`config.mk`:
```
export PLATFORM = sky130hd
export DESIGN_NAME = playfield_renderer
export DESIGN_NICKNAME = d
export VERILOG_FILES = /design/src/rtl/playfield_renderer.sv
export SDC_FILE = /design/constraint.sdc
export NUM_CORES = 1
export LEC_CHECK = 0
export ABC_AREA = 0
export CORE_ASPECT_RATIO = 0.7
export CORE_MARGIN = 5
export CORE_UTILIZATION = 55
export DETAILED_ROUTE_END_ITERATION = 6
export HOLD_SLACK_MARGIN = 0.12
export PLACE_DENSITY = 0.82
export SYNTH_ARGS = -nofsm -noshare
export SYNTH_HDL_FRONTEND = slang
export SYNTH_SLANG_ARGS = --single-unit
```
`constraint.sdc`:
```
create_clock -name clk -period 4.5 [get_ports clk]
set_input_delay 1.125 -clock clk [delete_from_list [all_inputs] [get_ports clk]]
set_output_delay 1.125 -clock clk [all_outputs]
set_load 0.01 [all_outputs]
```
`src/rtl/playfield_renderer.sv`:
```
// playfield_renderer: scans a column-organised wall bitmap from a
// one-cycle-latency RAM port and emits one pixel write per cycle (walls in
// column-major order, then the player sprite), closing each frame with a
// single-cycle done pulse.
//
// Handshake: i_start is a request sampled only while the FSM is idle; there
// is no ready signal and no queueing, so a request seen while busy is simply
// dropped. o_busy rises the cycle after a request is accepted and stays high
// through the cycle in which o_done pulses. A new request may be accepted on
// the edge right after o_done. o_plot qualifies o_x/o_y/o_colour; while it is
// low those outputs hold their previous values.
module playfield_renderer #(
  parameter int COLS  = 120,
  parameter int ROWS  = 100,
  parameter int X_OFF = 20,
  parameter int Y_OFF = 10,
  parameter int SPR_W = 4,
  parameter int SPR_H = 6,
  parameter int CW    = 3,
  parameter logic [CW-1:0] WALL_C = 3'b111,
  parameter logic [CW-1:0] BG_C   = 3'b000,
  parameter logic [CW-1:0] SPR_C  = 3'b100
) (
  input  logic                     clk,
  input  logic                     resetn,
  input  logic                     i_start,
  input  logic                     i_clear,
  input  logic [7:0]               i_spr_x,
  input  logic [7:0]               i_spr_y,
  output logic [$clog2(COLS)-1:0]  o_mem_addr,
  input  logic [ROWS-1:0]          i_mem_data,
  output logic [7:0]               o_x,
  output logic [7:0]               o_y,
  output logic [CW-1:0]            o_colour,
  output logic                     o_plot,
  output logic                     o_busy,
  output logic                     o_done,
  output logic [2:0]               o_state
);

  localparam int AW = $clog2(COLS);
  localparam int RW = (ROWS > 1) ? $clog2(ROWS) : 1;

  typedef enum logic [2:0] {
    S_IDLE   = 3'd0,
    S_FETCH  = 3'd1,
    S_LOAD   = 3'd2,
    S_WALL   = 3'd3,
    S_SPRITE = 3'd4,
    S_DONE   = 3'd5
  } state_t;

  state_t          r_state;
  logic [AW-1:0]   r_c;
  logic [RW-1:0]   r_r;
  logic [7:0]      r_i;
  logic [7:0]      r_j;
  logic [7:0]      r_sx;
  logic [7:0]      r_sy;
  logic            r_clear;
  logic [ROWS-1:0] r_buf;

  logic [8:0]      w_px9;
  logic [8:0]      w_py9;
  logic            w_spr_vis;
  logic            w_last_row;
  logic            w_last_col;
  logic            w_last_i;
  logic            w_last_j;

  // Sprite pixel position in playfield space, one bit wider than the inputs
  // so a sprite parked near 255 can never wrap back into view.
  assign w_px9      = {1'b0, r_sx} + {1'b0, r_i};
  assign w_py9      = {1'b0, r_sy} + {1'b0, r_j};
  assign w_spr_vis  = (w_px9 < 9'(COLS)) && (w_py9 < 9'(ROWS));
  assign w_last_row = (r_r == RW'(ROWS - 1));
  assign w_last_col = (r_c == AW'(COLS - 1));
  assign w_last_i   = (r_i == 8'(SPR_W - 1));
  assign w_last_j   = (r_j == 8'(SPR_H - 1));
  assign o_state    = r_state;

  // Frame FSM with all pixel/handshake outputs registered one cycle behind
  // the state that produces them.
  always_ff @(posedge clk) begin
    if (!resetn) begin
      r_state    <= S_IDLE;
      r_c        <= '0;
      r_r        <= '0;
      r_i        <= '0;
      r_j        <= '0;
      r_sx       <= '0;
      r_sy       <= '0;
      r_clear    <= 1'b0;
      r_buf      <= '0;
      o_mem_addr <= '0;
      o_x        <= '0;
      o_y        <= '0;
      o_colour   <= '0;
      o_plot     <= 1'b0;
      o_busy     <= 1'b0;
      o_done     <= 1'b0;
    end else begin
      o_plot <= 1'b0;
      o_done <= 1'b0;
      case (r_state)
        S_IDLE: begin
          o_busy <= i_start;
          if (i_start) begin
            r_sx       <= i_spr_x;
            r_sy       <= i_spr_y;
            r_clear    <= i_clear;
            r_c        <= '0;
            o_mem_addr <= '0;
            r_state    <= S_FETCH;
          end
        end
        // Address is already on the RAM port; wait out its one-cycle latency.
        S_FETCH: r_state <= S_LOAD;
        S_LOAD: begin
          r_buf   <= i_mem_data;
          r_r     <= '0;
          r_state <= S_WALL;
        end
        S_WALL: begin
          o_plot   <= 1'b1;
          o_x      <= 8'(X_OFF + int'(r_c));
          o_y      <= 8'(Y_OFF + int'(r_r));
          o_colour <= (r_buf[r_r] && !r_clear) ? WALL_C : BG_C;
          if (w_last_row) begin
            if (w_last_col) begin
              r_i     <= '0;
              r_j     <= '0;
              r_state <= S_SPRITE;
            end else begin
              r_c        <= r_c + 1'b1;
              o_mem_addr <= r_c + 1'b1;
              r_state    <= S_FETCH;
            end
          end else begin
            r_r <= r_r + 1'b1;
          end
        end
        // Clipped pixels still cost a cycle so frame length never varies.
        S_SPRITE: begin
          if (w_spr_vis) begin
            o_plot   <= 1'b1;
            o_x      <= 8'(X_OFF) + r_sx + r_i;
            o_y      <= 8'(Y_OFF) + r_sy + r_j;
            o_colour <= SPR_C;
          end
          if (w_last_j) begin
            r_j <= '0;
            if (w_last_i) r_state <= S_DONE;
            else          r_i     <= r_i + 8'd1;
          end else begin
            r_j <= r_j + 8'd1;
          end
        end
        S_DONE: begin
          o_done  <= 1'b1;
          r_state <= S_IDLE;
        end
        default: r_state <= S_IDLE;
      endcase
    end
  end

endmodule

```
==> impl_metrics.py <==
metrics = {
    "status": {
        "outcome": "completed",
    },
    "floorplanning": {
        "die_w_um": 160.7,
        "floorplan.initialDensity": 0.5627,
        "ios": 152,
        "core_sq_um": 15550,
        "dieHeight_um": 115.5,
        "fp-row-count": 38,
        "design.die.area_sq_um": 18570,
    },
    "synth": {
        "synth_area_per_cell_sq_um": 8.332,
        "yosysUniqueCellTypes": 67,
        "synth.cell_area_sq_um": 8748,
        "ys_seq_area_frac": 0.3913,
        "synth_warnings": 0,
        "async_reset_ff_frac": 0,
        "ys.flop_type": "dfxtp_1",
        "synth-edff-count": 0,
        "syn_inst": 1050,
        "ys_ff_latch": 171,
        "synth_fp_nets": 1218,
    },
    "power_and_ir_drop": {
        "power_density_nw_per_um2": 425.0,
        "p_leak_uw": 0.003902,
        "peakVddDrop_mv": 0.2447,
        "power_uw": 4636,
    },
    "worst_setup_path": {
        "cp.arrival_ns": 3.44,
        "start_kind": "register",
        "reg2reg_depth": 10,
        "crit_fanout": 10,
        "crit_type": "reg2reg",
        "cp_data_required_time_ns": 4.84,
        "end_kind": "register",
    },
    "layout": {
        "seq_area_sq_um": 3425,
        "diodes": 0,
        "syn2layout_area_growth_pct": 24.69,
        "drive_gt1_frac": 0.07076,
        "multiInputGateArea_sq_um": 4895,
        "nNetsFinal": 1328,
        "fillCellCount": 1216,
    },
    "clock_network": {
        "cts_tree": "yes",
        "clkTransAtPathRegs_ns": 0.07,
        "cts-root-buf": "clkbuf_16",
        "clk_latency_ns": 0.45,
        "cts_sinks": 171,
        "cts_resized": 0,
        "cts_buffer_depth": 2,
        "ctsHoldBuffers": 0,
        "numCtsBuffers": 17,
        "postCtsSetupBuffers": 0,
        "h-tree-depth": 4,
    },
    "global_route": {
        "grt_first_pass_wirelength_mm": 37.15,
        "antenna_found_initial": 0,
        "grt_pass1_vias": 7289,
        "grt_max_degree": 107,
        "grt_overflow": 0,
        "gr-usage-all-layers": 0.2491,
    },
    "timing": {
        "tns_ns": 0,
        "max_slew_margin": 0.2957,
        "final-hold-violation-count": 0,
        "fmax_ghz": 0.3225,
        "rsz0062_at_grt": "false",
        "setup_violations": 0,
        "fin_worst_skew_ns": 0.01288,
        "period_minus_slack_ns": 3.101,
        "tightest_slew_ns": 1.056,
        "fin_crit_sh": 0.6891,
        "slew_viol_final": 0,
    },
    "routing": {
        "drc": 0,
        "ant_nets": 0,
        "avgRoutedWirePerCell_um": 17.12,
        "first_pass_iters": 5,
        "via_count": 7816,
        "drt_iter0_drc": 675,
        "drt-total-wl_mm": 23.51,
        "avgViaCountPerCell": 5.693,
    },
    "hold_path": {
        "worstHoldPathCells": 2,
        "hp-class": "reg2reg",
    },
    "placed_design": {
        "io_buffers": 151,
        "dp_hpwl_mm": 16.81,
        "gp_congestion": 0.9047,
    },
    "job": {
        "maxCapViolations": 0,
    },
}
cell usage after synthesis (3+ instances only):
library cell	number	area (sq um)
o221ai_1	4	35.03
inv_1	39	146.4
mux2i_1	6	60.06
nand2_1	270	1013
a211oi_1	11	82.58
nor3_1	21	105.1
fa_1	11	220.2
nand2b_1	3	18.77
a22oi_1	10	75.07
nor3b_1	4	30.03
nand4_1	6	37.54
buf_2	6	30.03
ha_1	37	462.9
nor2b_1	7	43.79
mux4_2	25	563.0
xnor2_1	29	254.0
maj3_1	4	40.04
nand3_1	23	115.1
nor2_1	48	180.2
buf_1	3	11.26
a21oi_1	148	740.7
buf_4	3	22.52
dfxtp_1	171	3423
clkbuf_1	54	202.7
and2_1	6	37.54
xor2_1	17	148.9
a31oi_1	3	18.77
buf_6	3	33.78
o21ai_0	20	100.1
and3_1	6	37.54
or3_1	6	37.54
cell families (layout without fill, tap and decap cells):
family          Yosys count  in the layout  synth area share
mux                      31             31           0.07122
buf+inv                 109            232           0.05149
fa+ha+maj                52             52           0.08267
flops                   171            171            0.3913
compound gates          226            226            0.1519
simple gates            415            415            0.2054
xor+xnor                 46             46           0.04605
cells in the final DEF (no fill, tap or decap), types with 4 or more instances in the layout:
| cell | netlist | final |
|---|---|---|
| xor2_1 | 17 | 17 |
| inv_1 | 39 | 39 |
| and3_1 | 6 | 6 |
| a21oi_1 | 148 | 148 |
| maj3_1 | 4 | 4 |
| nand4_1 | 6 | 6 |
| clkbuf_16 | 0 | 17 |
| nand2_1 | 270 | 270 |
| a211oi_1 | 11 | 11 |
| a22oi_1 | 10 | 10 |
| nor2_1 | 48 | 48 |
| mux4_2 | 25 | 25 |
| o221ai_1 | 4 | 4 |
| or3_1 | 6 | 6 |
| buf_4 | 3 | 8 |
| nand3_1 | 23 | 23 |
| xnor2_1 | 29 | 29 |
| and2_1 | 6 | 6 |
| nor3_1 | 21 | 21 |
| mux2i_1 | 6 | 6 |
| dfxtp_1 | 171 | 170 |
| fa_1 | 11 | 11 |
| ha_1 | 37 | 37 |
| o21ai_0 | 20 | 20 |
| clkdlybuf4s50_1 | 0 | 151 |
| nor2b_1 | 7 | 6 |
| inv_6 | 0 | 8 |
registers in the layout (all words and copies together), names as in the netlist, 3 cells and up:
name / cells
r_buf: 100
o_x: 8
o_y: 8
r_i: 8
r_j: 8
r_sx: 8
r_sy: 8
r_c: 7
r_r: 7
o_state: 3
worst max-delay path: stages, from the launching register on:
cell and delay, ns:
dfxtp_1 0.44, ha_1 0.23, inv_1 0.06, fa_1 0.39
nand3b_1 0.19, a31oi_1 0.28, xnor2_1 0.11, or4_4 0.45
nand4_2 0.22, nand2_1 0.31, a311oi_1 0.33
power breakdown:
group | total, uW | leakage [uW] | switching [uW] | internal, uW
clock | 1480 | 0.000288 | 691 | 790
combinational | 1230 | 0.00222 | 706 | 523
sequential | 1930 | 0.00139 | 174 | 1750
total | 4640 | 0.00390 | 1570 | 3060
cell type report:
class	instances	share of cell area
Timing Repair Buffer	160	0.1459
Clock buffer	17	0.03900
Multi-Input combinational cell	770	0.4487
Clock inverter	15	0.01549
Inverter	40	0.01399
Tap cell	200	0.02294
Sequential cell	171	0.3139
worst paths after layout:
kind | end | startpoint | slack [ns]
setup reg to reg | o_y[2] | r_j[0] | 1.40
hold reg to reg | r_buf[63] | r_buf[63] | 0.46
hold / removal | r_buf[63] | r_buf[63] | 0.46
setup / recovery | o_y[2] | r_j[0] | 1.40
through the flow:
stage | area [sq um] | utilization | hold WS, ns | setup WS, ns | std cells
final | 10910 | 0.7016 | 0.4552 | 1.399 | 1373
after global routing | 10910 | 0.7016 | 0.4703 | 1.187 | 1373
after CTS | 10910 | 0.7016 | 0.4559 | 1.489 | 1373
after detailed placement | 10310 | 0.6634 | 0.4466 | 1.437 | 1341
after global placement | 10310 | 0.6634 | 0.4385 | 1.477 | 1341
after floorplan | 8748 | - | 0.4331 | 1.745 | 1050
per-layer routing:
| metal | global-route usage | wire length (um) | vias to the layer above |
|---|---|---|---|
| met4 | 0.07386 | 465 | 0 |
| met1 | 0.3579 | 10880 | 3686 |
| met3 | 0.07608 | 2251 | 37 |
| met2 | 0.3649 | 9909 | 296 |
| li1 | - | - | 3797 |
| met5 | 0 | 0 | - |
Note: power is estimated with default switching activity, not from simulation.
